--- config.mk ---
export PLATFORM = sky130hd
export DESIGN_NAME = alu_instr_sequencer
export DESIGN_NICKNAME = d
export VERILOG_FILES = /design/src/rtl/alu_seq_pkg.sv /design/src/rtl/alu_seq_progmem.sv /design/src/rtl/alu_instr_sequencer.sv
export SDC_FILE = /design/constraint.sdc
export NUM_CORES = 1
export LEC_CHECK = 0
export BUFFER_PORTS_ARGS = -buffer_cell sky130_fd_sc_hd__buf_2
export CORE_MARGIN = 10
export CORE_UTILIZATION = 53
export CTS_BUF_LIST = sky130_fd_sc_hd__clkbuf_4 sky130_fd_sc_hd__clkbuf_8
export CTS_CLUSTER_DIAMETER = 40
export CTS_CLUSTER_SIZE = 28
export DETAILED_ROUTE_END_ITERATION = 6
export PLACE_DENSITY = 0.8
export REMOVE_ABC_BUFFERS = 1
export SLEW_MARGIN = 20
export SYNTH_ARGS = -nofsm -noshare
export SYNTH_HDL_FRONTEND = slang
export SYNTH_SLANG_ARGS = --single-unit
export TNS_END_PERCENT = 10
--- constraint.sdc ---
create_clock -name CLK -period 7.33 [get_ports CLK]
set_input_delay 0.3665 -clock CLK [delete_from_list [all_inputs] [get_ports CLK]]
set_output_delay 0.3665 -clock CLK [all_outputs]
set_load 0.005 [all_outputs]
--- src/rtl/alu_seq_pkg.sv ---
// Shared encodings for the ALU instruction sequencer: opcodes, control sub-codes,
// FSM states and the 12-bit instruction layout {op, addr, data}.
package alu_seq_pkg;

  localparam int INSTR_W = 12;

  localparam logic [1:0] OP_NONE = 2'b00;
  localparam logic [1:0] OP_ADD  = 2'b01;
  localparam logic [1:0] OP_SUB  = 2'b10;
  localparam logic [1:0] OP_CTRL = 2'b11;

  localparam logic [1:0] A_X   = 2'b00;
  localparam logic [1:0] A_Y   = 2'b01;
  localparam logic [1:0] A_NOP = 2'b10;

  localparam logic [1:0] CTRL_HALT = 2'b00;
  localparam logic [1:0] CTRL_WAIT = 2'b01;

  typedef enum logic [1:0] {ST_IDLE, ST_RUN, ST_WAIT, ST_DONE} state_t;

  // Field order fixes the bit positions: op[11:10], addr[9:8], data[7:0]
  typedef struct packed {
    logic [1:0] op;
    logic [1:0] addr;
    logic [7:0] data;
  } instr_t;

  localparam instr_t NOP = '{op: OP_NONE, addr: A_NOP, data: 8'h00};

endpackage

--- src/rtl/alu_seq_progmem.sv ---
// Program store: DEPTH x 12 words, one synchronous write port, one combinational read port.
// Contents are intentionally not reset so a program survives RST.
module alu_seq_progmem
  import alu_seq_pkg::*;
#(
  parameter int DEPTH = 16,
  parameter int AW    = 4
) (
  input  logic               clk,
  input  logic               we,
  input  logic [AW-1:0]      waddr,
  input  logic [INSTR_W-1:0] wdata,
  input  logic [AW-1:0]      raddr,
  output logic [INSTR_W-1:0] rdata
);

  logic [INSTR_W-1:0] mem [DEPTH];

  always_ff @(posedge clk) begin
    if (we) mem[waddr] <= wdata;
  end

  assign rdata = mem[raddr];

endmodule

--- src/rtl/alu_instr_sequencer.sv ---
// Issues a loaded program onto the ALU OP/ADDR/DATA inputs, one word per cycle,
// with HALT/WAIT control words and PAUSE. Optional single-step: define ALU_SEQ_STEP_EN.
module alu_instr_sequencer
  import alu_seq_pkg::*;
#(
  parameter int DEPTH = 16,
  parameter int AW    = 4
) (
  input  logic               CLK,
  input  logic               RST,
  input  logic               LD_EN,
  input  logic [AW-1:0]      LD_ADDR,
  input  logic [INSTR_W-1:0] LD_WORD,
  input  logic               START,
  input  logic               PAUSE,
`ifdef ALU_SEQ_STEP_EN
  input  logic               STEP,
  input  logic               STEP_MODE,
`endif
  output logic [1:0]         OP,
  output logic [1:0]         ADDR,
  output logic [7:0]         DATA,
  output logic [AW-1:0]      PC,
  output logic               BUSY,
  output logic               DONE,
  output logic               ERR
);

  state_t             st_q, st_d;
  logic [AW-1:0]      pc_q, pc_d;
  logic [7:0]         cnt_q, cnt_d;
  logic               end_q, end_d;  // wait in progress was issued from the last word
  instr_t             out_q, out_d;
  logic               err_q, err_d;
  logic [INSTR_W-1:0] rdata;
  instr_t             cur;
  logic               busy, advance, last;
  logic [AW-1:0]      pc_inc;

  assign busy   = (st_q == ST_RUN) || (st_q == ST_WAIT);
  assign cur    = instr_t'(rdata);
  assign last   = (pc_q == AW'(DEPTH-1));
  assign pc_inc = last ? pc_q : pc_q + AW'(1);

`ifdef ALU_SEQ_STEP_EN
  assign advance = !PAUSE && (!STEP_MODE || STEP);
`else
  assign advance = !PAUSE;
`endif

  alu_seq_progmem #(.DEPTH(DEPTH), .AW(AW)) u_mem (
    .clk   (CLK),
    .we    (LD_EN && !busy),
    .waddr (LD_ADDR),
    .wdata (LD_WORD),
    .raddr (pc_q),
    .rdata (rdata)
  );

  always_comb begin
    st_d  = st_q;
    pc_d  = pc_q;
    cnt_d = cnt_q;
    end_d = end_q;
    out_d = NOP;
    err_d = busy && (LD_EN || START);
    case (st_q)
      ST_IDLE, ST_DONE: begin
        if (START) begin
          st_d  = ST_RUN;
          pc_d  = '0;
          cnt_d = '0;
          end_d = 1'b0;
        end
      end
      ST_RUN: begin
        if (advance) begin
          if (cur.op != OP_CTRL) begin
            out_d = cur;
            pc_d  = pc_inc;
            if (last) st_d = ST_DONE;
          end else if (cur.addr == CTRL_WAIT) begin
            cnt_d = cur.data;
            pc_d  = pc_inc;
            end_d = last;
            if (cur.data != 8'd0) st_d = ST_WAIT;
            else if (last)        st_d = ST_DONE;
          end else begin
            // HALT and the reserved 1x sub-codes stop here with PC held
            st_d = ST_DONE;
          end
        end
      end
      ST_WAIT: begin
        if (advance) begin
          cnt_d = cnt_q - 8'd1;
          if (cnt_q == 8'd1) st_d = end_q ? ST_DONE : ST_RUN;
        end
      end
      default: st_d = ST_IDLE;
    endcase
  end

  always_ff @(posedge CLK) begin
    if (RST) begin
      st_q  <= ST_IDLE;
      pc_q  <= '0;
      cnt_q <= '0;
      end_q <= 1'b0;
      out_q <= NOP;
      err_q <= 1'b0;
    end else begin
      st_q  <= st_d;
      pc_q  <= pc_d;
      cnt_q <= cnt_d;
      end_q <= end_d;
      out_q <= out_d;
      err_q <= err_d;
    end
  end

  assign OP   = out_q.op;
  assign ADDR = out_q.addr;
  assign DATA = out_q.data;
  assign PC   = pc_q;
  assign BUSY = busy;
  assign DONE = (st_q == ST_DONE);
  assign ERR  = err_q;

endmodule
==> results of run 1 <==
## cells in the final DEF, fill, tap and decap left out, types with 4 or more instances in the layout
master	instances
nand2_1	21
nand3_1	4
mux4_2	28
mux4_1	13
clkbuf_8	27
o21ai_0	16
a21oi_1	14
nor2_1	25
mux2_1	4
nor4_1	7
mux2i_1	9
or3_1	7
dfxtp_1	30
buf_2	39
nor2_2	5
inv_6	6
nor3_1	6
edfxtp_1	192
buf_4	15
nor3_2	4
ha_1	6
inv_1	9
a22o_1	4
inv_8	5
a22oi_1	22
xor2_1	5
and2_1	9
## worst paths after layout
check | start | to | slack (ns)
worst max-delay path | flop | cnt_q[1] | 4.05
worst min-delay path | START | ERR | 0.14
worst max register to register | flop | cnt_q[1] | 4.05
worst min register to register | cnt_q[7] | cnt_q[7] | 0.52
## synthesized netlist by cell type (5+ instances only)
cell type,n,area [µm²]
or3_1,7,43.8
mux4_2,28,631
buf_6,6,67.6
nand2_1,21,78.8
o21ai_0,16,80.1
ha_1,6,75.1
buf_4,5,37.5
and2_1,9,56.3
edfxtp_1,192,5770
nor3_1,10,50.1
buf_2,5,25.0
mux4_1,13,342
nor2_1,28,105
a22oi_1,22,165
mux2i_1,9,90.1
a21oi_1,14,70.1
xor2_1,5,43.8
inv_1,9,33.8
nor4_1,7,43.8
clkbuf_1,6,22.5
dfxtp_1,32,641
## flip-flops by register name, indices dropped and copies added, names as in the netlist, named ones only
register,flops
end_q,1
cnt_q,8
DATA,8
st_q,2
ADDR,2
ERR,1
PC,4
u_mem.mem,192
OP,2
## routing by layer
layer	vias up	GRT usage, %
li1	2230	-
met4	4	6.93
met1	2556	22.5
met3	53	4.19
met5	-	0
met2	198	27.2
## stage by stage
step | std cells | utilization, % | total power [µW] | hold WS, ns
2_1_floorplan | 497 | - | 1680 | 0.436
4_1_cts | 825 | 59.4 | 2790 | 0.108
6_report | 826 | 59.5 | 2770 | 0.138
3_3_place_gp | 776 | 55.7 | 1770 | 0.484
3_5_place_dp | 776 | 55.7 | 1790 | 0.508
5_1_grt | 825 | 59.4 | 2880 | 0.125
## area by class of cell
type / instances / area (µm²)
clock inverter: 21 / 259
fill: 1249 / 6940
clock buffer: 28 / 379
tap: 225 / 282
multi-input combinational: 264 / 2500
timing repair buffer: 54 / 308
sequential: 224 / 6410
antenna: 1 / 2.50
inverter: 9 / 33.8
## critical path: stages (launching register included)
cell     delay, ns
dfxtp_2       0.32
buf_4         0.64
mux4_1        0.70
a22o_1        0.21
nor2_2        0.16
nor2_4        0.10
a31oi_2       0.56
nor2_1        0.14
o31ai_1       0.27
## where the power goes
part           internal (µW)  total [µW]  switching [µW]
logic                    119         324             206
registers               1420        1440            18.5
clock network            496        1010             512
total                   2040        2770             736
## cells by family (layout without fill, tap and decap cells)
logic type | Yosys count | in the layout | synth area share (%)
multiplexers | 59 | 59 | 12.8
other | 0 | 1 | 0
flip-flops | 224 | 224 | 69.9
adder cells (fa/ha/maj) | 6 | 6 | 0.820
AO/OA/AOI/OAI | 75 | 75 | 5.61
AND/OR/NAND/NOR | 118 | 118 | 7.25
XOR/XNOR | 6 | 6 | 0.574
buffers and inverters | 36 | 112 | 3.02
==> flow_metrics.env, run 1 <==
export IMPL_status="finished, final reports clean"
export IMPL_final_hold_violation_count=0
export IMPL_tns_ns=0
export IMPL_post_drt_wl_per_cell_um=23.7
export IMPL_first_pass_iters=4
export IMPL_cts_sinks=224
export IMPL_leakagePower_uw=0.00337
export IMPL_wirelength_mm=19.6
export IMPL_async_reset_ff_share_pct=0
export IMPL_worstMarginPinSlew_ns=1.07
export IMPL_ios=40
export IMPL_htree_levels=1
export IMPL_cts_hold_buf=0
export IMPL_post_route_period_util_pct=44.7
export IMPL_die_x_um=151
export IMPL_area_growth_pct=11.1
export IMPL_grt_max_degree=64
export IMPL_layout_drive_gt1_share_pct=26.2
export IMPL_slew_headroom_pct=28.6
export IMPL_vias=5041
export IMPL_synth_cell_types=62
export IMPL_worst_slack_ns=4.05
export IMPL_wl_met3_mm=1.57
export IMPL_design_area_um2=10200
export IMPL_worstPathArrival_ns=3.73
export IMPL_track_usage_pct=17.2
export IMPL_cts_setup_buffers=0
export IMPL_slew_viol_final=0
export IMPL_wl_met2_mm=9.31
export IMPL_clockBufferDepth=3
export IMPL_fin_skew_ns=0.0210
export IMPL_grt_pass1_vias=5212
export IMPL_portBuffers=39
export IMPL_cts_tree="done"
export IMPL_insertion_delay_ns=0.56
export IMPL_gp_congestion=0.856
export IMPL_dieArea_um2=22900
export IMPL_cp_start_kind="flop"
export IMPL_fmax_mhz=305
export IMPL_rsz0062_at_grt="false"
export IMPL_crit_required_ns=7.78
export IMPL_powerDensity_nw_per_um2=272
export IMPL_num_rows=48
export IMPL_min_path_type="primary input to flop"
export IMPL_synth_top_flop_cell="edfxtp_1"
export IMPL_syn_area_um2=9160
export IMPL_hold_path_cell_count=3
export IMPL_place_area_um2=9540
export IMPL_post_cts_resized=0
export IMPL_peakVddDrop_mv=0.198
export IMPL_core_area_um2=17100
export IMPL_drc=0
export IMPL_fin_nets=607
export IMPL_finalSetupViolCount=0
export IMPL_clockRootBuffer="clkbuf_8"
export IMPL_ys_warn_count=0
export IMPL_grt_ovfl_total=0
export IMPL_cp_end_kind="flop"
export IMPL_synth_seq_cells=224
export IMPL_viasPerCell=6.10
export IMPL_maxUsedRoutingLayer="met5"
export IMPL_initial_core_util_pct=53.5
export IMPL_layout_min_cycle_time_ns=3.28
export IMPL_drv_cap=0
export IMPL_crit_fanout=52
export IMPL_synth_edf_count=192
export IMPL_numCtsBuffers=27
export IMPL_syn_inst=524
export IMPL_synth_avg_cell_area_um2=17.5
export IMPL_dpl_hpwl_mm=12.1
export IMPL_path_clk_slew_ns=0.08
export IMPL_critPathKind="flop to flop"
export IMPL_wl_met1_mm=7.97
export IMPL_grt_pass1_wl_mm=30.0
export IMPL_die_h_um=151
export IMPL_ant_nets=0
export IMPL_first_iter_violations=369
export IMPL_r2r_worst_path_cells=8
export IMPL_yosysSeqAreaShare_pct=69.9
export IMPL_dp_slack_ns=4.10
export IMPL_antenna_found_initial=2
Note: power is estimated with default switching activity, not from simulation.
==> inputs of run 2 (changes only) <==
--- a/config.mk
+++ b/config.mk
@@ -5,6 +5,7 @@
 export SDC_FILE = /design/constraint.sdc
 export NUM_CORES = 1
 export LEC_CHECK = 0
+export ABC_AREA = 1
 export BUFFER_PORTS_ARGS = -buffer_cell sky130_fd_sc_hd__buf_2
 export CORE_MARGIN = 10
 export CORE_UTILIZATION = 53
==> constraint.sdc (replaced) <==
create_clock -name CLK -period 3.1 [get_ports CLK]
set_input_delay 0.155 -clock CLK [delete_from_list [all_inputs] [get_ports CLK]]
set_output_delay 0.155 -clock CLK [all_outputs]
set_load 0.005 [all_outputs]
==> run 2 against run 1 <==
Net effect: synthesized area rose by 4.1%; first-iteration DRC count up 96%; sequential share of layout area fell by 3.0 points; clock power rose by 120%; critical path type unchanged; synthesized cell count up 73%.
==> flow_metrics.env, run 2 <==
export IMPL_slew_viol_final=0
export IMPL_synth_compound_area_share_pct=5.60
export IMPL_hold_path_cell_count=3
export IMPL_wl_met2_mm=10.2
export IMPL_crit_fanout=87
export IMPL_synth_mux_area_share_pct=0
export IMPL_clockRootBuffer="clkbuf_8"
export IMPL_critPathBufInv=2
export IMPL_worst_slack_ns=0.507
export IMPL_leakagePower_uw=0.00423
export IMPL_synth_edf_count=192
export IMPL_maxUsedRoutingLayer="met4"
export IMPL_cts_sinks=224
export IMPL_portBuffers=39
export IMPL_internal_power_uw=4770
export IMPL_cpLargestDelayFamily="simple AND/OR/NAND/NOR gates"
export IMPL_synthTopCellsByArea="edfxtp_1 (60%), nand2_1 (8.5%), dfxtp_1 (6.7%), nand3_1 (5.2%), nor2_1 (4.5%)"
export IMPL_clockBufferDepth=3
export IMPL_insertion_delay_ns=0.55
export IMPL_wl_met3_mm=2.09
export IMPL_synth_most_common_cell="nand2_1"
export IMPL_critPathKind="flop to flop"
export IMPL_rsz0062_at_grt="false"
export IMPL_first_iter_violations=722
export IMPL_cpPeakStageDelay_ns=0.48
export IMPL_area_growth_pct=12.1
export IMPL_crit_slowest_cell="inv_6"
export IMPL_yosys_area_share_simple_pct=19.8
export IMPL_antenna_found_initial=0
export IMPL_slew_headroom_pct=53.5
export IMPL_final_hold_violation_count=0
export IMPL_grt_pass1_vias=6561
export IMPL_cpMostUsedCell="nand2_2"
export IMPL_vias=6679
export IMPL_status="finished, final reports clean"
export IMPL_clockPowerShare_pct=34.1
export IMPL_antenna_cells=0
export IMPL_finalSetupViolCount=0
export IMPL_p_seq_share_pct=52.2
export IMPL_ant_nets=0
export IMPL_cp_num_cells=13
export IMPL_fillers=1373
export IMPL_fin_skew_ns=0.0200
export IMPL_ios=40
export IMPL_layout_drive_gt1_share_pct=13.0
export IMPL_grt_max_degree=88
export IMPL_viasPerCell=5.49
export IMPL_die_h_um=154
export IMPL_synth_seq_cells=224
export IMPL_crit_chain="inv_6 -> nor2_1 -> nor2_1 -> o21ai_1 -> nand3_1 -> nand3_1 -> nand2_1 -> clkinv_1 -> nand2_2 -> o21ai_4 -> nand2_2 -> nand2_2 -> a22oi_1"
export IMPL_dpl_hpwl_mm=13.1
export IMPL_cts_tree="done"
export IMPL_synth_top_family_by_area="simple AND/OR/NAND/NOR gates"
export IMPL_post_route_period_util_pct=83.6
export IMPL_numCtsBuffers=28
export IMPL_top_register="u_mem.mem"
export IMPL_ys_warn_count=0
export IMPL_dieArea_um2=23800
export IMPL_drv_cap=0
export IMPL_synth_top_flop_cell="edfxtp_1"
export IMPL_syn_area_um2=9540
export IMPL_crit_required_ns=3.56
export IMPL_r2r_slack_ns=0.51
export IMPL_r2r_worst_path_cells=13
export IMPL_path_clk_slew_ns=0.07
export IMPL_synth_area_leader_cell="edfxtp_1"
export IMPL_drc=0
export IMPL_track_usage_pct=17.9
export IMPL_largest_reg_flops=192
export IMPL_cp_start_kind="flop"
export IMPL_most_common_layout_cells="nand2_1 (217), edfxtp_1 (192), nor2_1 (115)"
export IMPL_cts_setup_buffers=0
export IMPL_num_rows=48
export IMPL_worstMarginPinSlew_ns=0.695
export IMPL_die_x_um=154
export IMPL_cp_end_kind="flop"
export IMPL_wirelength_mm=21.7
export IMPL_htree_levels=1
export IMPL_p_sw_uw=1760
export IMPL_first_pass_iters=6
export IMPL_synth_avg_cell_area_um2=10.5
export IMPL_peakVddDrop_mv=0.544
export IMPL_powerDensity_nw_per_um2=611
export IMPL_pwr_share_comb_pct=13.7
export IMPL_fmax_mhz=386
export IMPL_grt_pass1_wl_mm=34.6
export IMPL_core_area_um2=17500
export IMPL_grt_ovfl_total=0
export IMPL_final_common_cell="nand2_1"
export IMPL_async_reset_ff_share_pct=0
export IMPL_dp_slack_ns=0.578
export IMPL_netlist_top_cells_count="nand2_1 (217), edfxtp_1 (192), nor2_1 (115)"
export IMPL_synth_top_area_share_pct=60.5
export IMPL_gp_congestion=0.880
export IMPL_post_drt_wl_per_cell_um=17.8
export IMPL_netSwitchingFraction_pct=26.9
export IMPL_layout_min_cycle_time_ns=2.59
export IMPL_synth_cell_types=34
export IMPL_wl_met1_mm=8.82
export IMPL_yosysSeqAreaShare_pct=67.2
export IMPL_utilization_pct=61.2
export IMPL_initial_core_util_pct=54.6
export IMPL_synthAdderAreaFrac_pct=0.787
export IMPL_worstPathArrival_ns=3.05
export IMPL_min_path_type="primary input to flop"
export IMPL_synth_xor_area_share_pct=0.0918
export IMPL_fin_nets=1000
export IMPL_syn_inst=904
[run 2: cell count changes after synthesis, sizes merged, moves of 36 or more]
cell and delta:
nand3 +98, o21ai +36, mux4 -41, inv +76, nand2 +202, nor2 +84
[run 2: stage by stage]
step | instances | TNS (ns) | power [µW] | instance area [µm²] | hold slack (ns)
global placement | 1151 | 0 | 4310 | 9920 | 0.425
floorplan | 863 | -20.38 | 4050 | 9250 | 0.224
global route | 1217 | 0 | 6820 | 10700 | 0.131
CTS | 1217 | 0 | 6550 | 10700 | 0.107
finish | 1217 | 0 | 6530 | 10700 | 0.121
detailed placement | 1151 | 0 | 4330 | 9920 | 0.445
[run 2: power by group through the flow]
stage / clock [µW] / combinational (µW) / sequential [µW]
final: 2230 / 894 / 3410
after global routing: 2400 / 1000 / 3410
after CTS: 2260 / 880 / 3410
after detailed placement: 0 / 856 / 3470
after global placement: 0 / 836 / 3470
after floorplan: 0 / 558 / 3500
[run 2: area by class of cell]
class	count	area (µm²)	area share, %
clock inverters	15	146	1.37
flip-flops and latches	224	6410	60.0
repair buffers	80	558	5.22
multi-input cells	551	2500	23.4
inverters	88	340	3.18
well taps	225	282	2.63
clock buffers	34	449	4.20
[run 2: routing by layer]
layer | up-vias | GRT usage (%)
met4 | 0 | 5.67
li1 | 3171 | -
met2 | 315 | 29.4
met3 | 49 | 4.07
met1 | 3144 | 23.1
met5 | - | 0
[run 2: final timing paths]
path | startpoint | endpoint
setup / recovery | flop | cnt_q[5]
setup reg to reg | flop | cnt_q[5]
hold / removal | LD_ADDR[1] | u_mem.mem[7][11]
hold reg to reg | end_q | end_q
[run 2: cell families after synthesis]
family | after synthesis
buf+inv | 129
fa+ha+maj | 6
xor+xnor | 1
flops | 224
simple gates | 451
compound gates | 93
[run 2: tightest hold or removal path, stage by stage]
cell,delay (ns)
buf_2,0.11
nand2_1,0.12
nor2_1,0.11
[run 2: timing repair]
action	4_1_cts	5_1_grt
resized for setup	0	0
hold endpoints to repair	203	0
hold buffers	17	0
==> inputs of run 3 (changes only) <==
==> constraint.sdc (replaced) <==
create_clock -name CLK -period 2.7 [get_ports CLK]
set_input_delay 0.135 -clock CLK [delete_from_list [all_inputs] [get_ports CLK]]
set_output_delay 0.135 -clock CLK [all_outputs]
set_load 0.005 [all_outputs]
==> run 3 against run 2 <==
Net effect: the run now ends with DRC left; critical path depth decreased by 2; die area unchanged; clock-buffer cell count decreased by 6; clock power increased by 9.4%; global-route usage decreased by 0.12 points; worst hold slack got worse by 0.015 ns; register-to-register slack got worse by 0.34 ns; cell count increased by 0.90%; critical path type unchanged; largest cell class unchanged; largest power group unchanged.
==> flow_metrics.env, run 3 (synthesis gave the netlist of run 2 again) <==
export IMPL_area_growth_pct=13.0
export IMPL_powerDensity_nw_per_um2=687
export IMPL_fin_cells=1228
export IMPL_setup_worst_path_end="ADDR[1]"
export IMPL_fin_hold_ws_ns=0.106
export IMPL_track_usage_pct=17.8
export IMPL_reg2reg_to="ADDR[1]"
export IMPL_num_rows=48
export IMPL_clockBufferDepth=3
export IMPL_cp_start_kind="flop"
export IMPL_status="finished, violations left"
export IMPL_ios=40
export IMPL_rsz0062_at_grt="false"
export IMPL_die_x_um=154
export IMPL_viasPerCell=5.49
export IMPL_grt_max_degree=64
export IMPL_layout_min_cycle_time_ns=2.54
export IMPL_crit_fanout=49
export IMPL_fin_nets=1009
export IMPL_power_uw=7400
export IMPL_clockRootBuffer="clkbuf_8"
export IMPL_worstPathArrival_ns=2.98
export IMPL_drc=1
export IMPL_multi_input_area_um2=2500
export IMPL_finalSetupViolCount=0
export IMPL_most_common_layout_cells="nand2_1 (217), edfxtp_1 (192), nor2_1 (115)"
export IMPL_cts_setup_buffers=0
export IMPL_final_hold_violation_count=0
export IMPL_core_area_um2=17500
export IMPL_placedCellCount=1160
export IMPL_min_path_type="primary input to flop"
export IMPL_slew_viol_final=0
export IMPL_r2r_worst_path_cells=11
export IMPL_cp_end_kind="flop"
export IMPL_first_iter_violations=676
export IMPL_peakVddDrop_mv=0.556
export IMPL_grt_pass1_vias=6554
export IMPL_drv_cap=0
export IMPL_violations="DRC"
export IMPL_antenna_cells=0
export IMPL_fmax_mhz=394
export IMPL_r2r_slack_ns=0.16
export IMPL_portBuffers=39
export IMPL_grt_ovfl_total=0
export IMPL_layout_drive_gt1_share_pct=14.0
export IMPL_ant_nets=0
export IMPL_seqCellArea_um2=6410
export IMPL_worstMarginPinSlew_ns=0.687
export IMPL_cts_tree="done"
export IMPL_insertion_delay_ns=0.56
export IMPL_cts_hold_buf=18
export IMPL_post_route_period_util_pct=93.9
export IMPL_cts_sinks=224
export IMPL_leakagePower_uw=0.00428
export IMPL_crit_required_ns=3.14
export IMPL_critPathKind="flop to flop"
export IMPL_final_common_cell="nand2_1"
export IMPL_first_pass_iters=7
export IMPL_gp_congestion=0.893
export IMPL_vias=6736
export IMPL_numCtsBuffers=27
export IMPL_fin_skew_ns=0.0256
export IMPL_antenna_found_initial=0
export IMPL_htree_levels=1
export IMPL_dieArea_um2=23800
export IMPL_post_cts_resized=0
export IMPL_slew_headroom_pct=54.2
export IMPL_largest_reg_flops=192
export IMPL_initial_core_util_pct=54.6
export IMPL_path_clk_slew_ns=0.09
export IMPL_die_h_um=154
export IMPL_grt_pass1_wl_mm=34.4
export IMPL_top_register="u_mem.mem"
export IMPL_post_drt_wl_per_cell_um=17.6
export IMPL_dpl_hpwl_mm=13.2
export IMPL_wirelength_mm=21.6
export IMPL_fillers=1328
run 3: through the flow:
step	area (µm²)	setup TNS, ns	utilization (%)	setup slack, ns
3_5_place_dp	10000	0	57.4	0.414
6_report	10800	0	61.7	0.165
3_3_place_gp	10000	0	57.4	0.476
2_1_floorplan	9250	-32.78	-	-1.12
4_1_cts	10800	0	61.7	0.181
5_1_grt	10800	0	61.7	0.00924
run 3: layout make-up:
type / instances / area share [%]
timing repair buffer: 90 / 6.24
multi-input combinational: 551 / 23.2
inverter: 88 / 3.16
clock buffer: 28 / 3.57
sequential: 224 / 59.5
tap: 225 / 2.61
clock inverter: 22 / 1.74
run 3: critical path: stages, from the launching register on:
cell,delay [ns]
dfxtp_4,0.39
buf_4,0.43
nand2_1,0.10
o211ai_1,0.10
nand3_1,0.10
nand3_1,0.12
nand2_2,0.12
nand2_4,0.11
nand2_1,0.09
nor3_4,0.21
dlygate4sd3_1,0.58
nand2_1,0.07
run 3: how the worst min path moves through the flow:
stage	end	from	cells after the start	slack [ns]
6_report	u_mem.mem[1][11]	LD_ADDR[0]	3	0.11
2_1_floorplan	cnt_q[3]	RST	1	0.20
5_1_grt	u_mem.mem[2][8]	LD_ADDR[1]	3	0.11
4_1_cts	u_mem.mem[2][8]	LD_ADDR[1]	3	0.08
3_5_place_dp	ERR	LD_EN	3	0.42
3_3_place_gp	ERR	LD_EN	3	0.40
run 3: power by group:
part / internal (µW) / switching [µW]
logic: 334 / 737
clock network: 1070 / 1370
registers: 3840 / 49.3
run 3: routing by layer:
metal | GRT usage [%] | part of all wire, % | vias to the layer above
li1 | - | - | 3208
met1 | 22.4 | 40 | 3107
met2 | 29.0 | 46 | 353
met3 | 3.74 | 9.6 | 68
met4 | 7.92 | 4.6 | 0
met5 | 0 | 0 | -
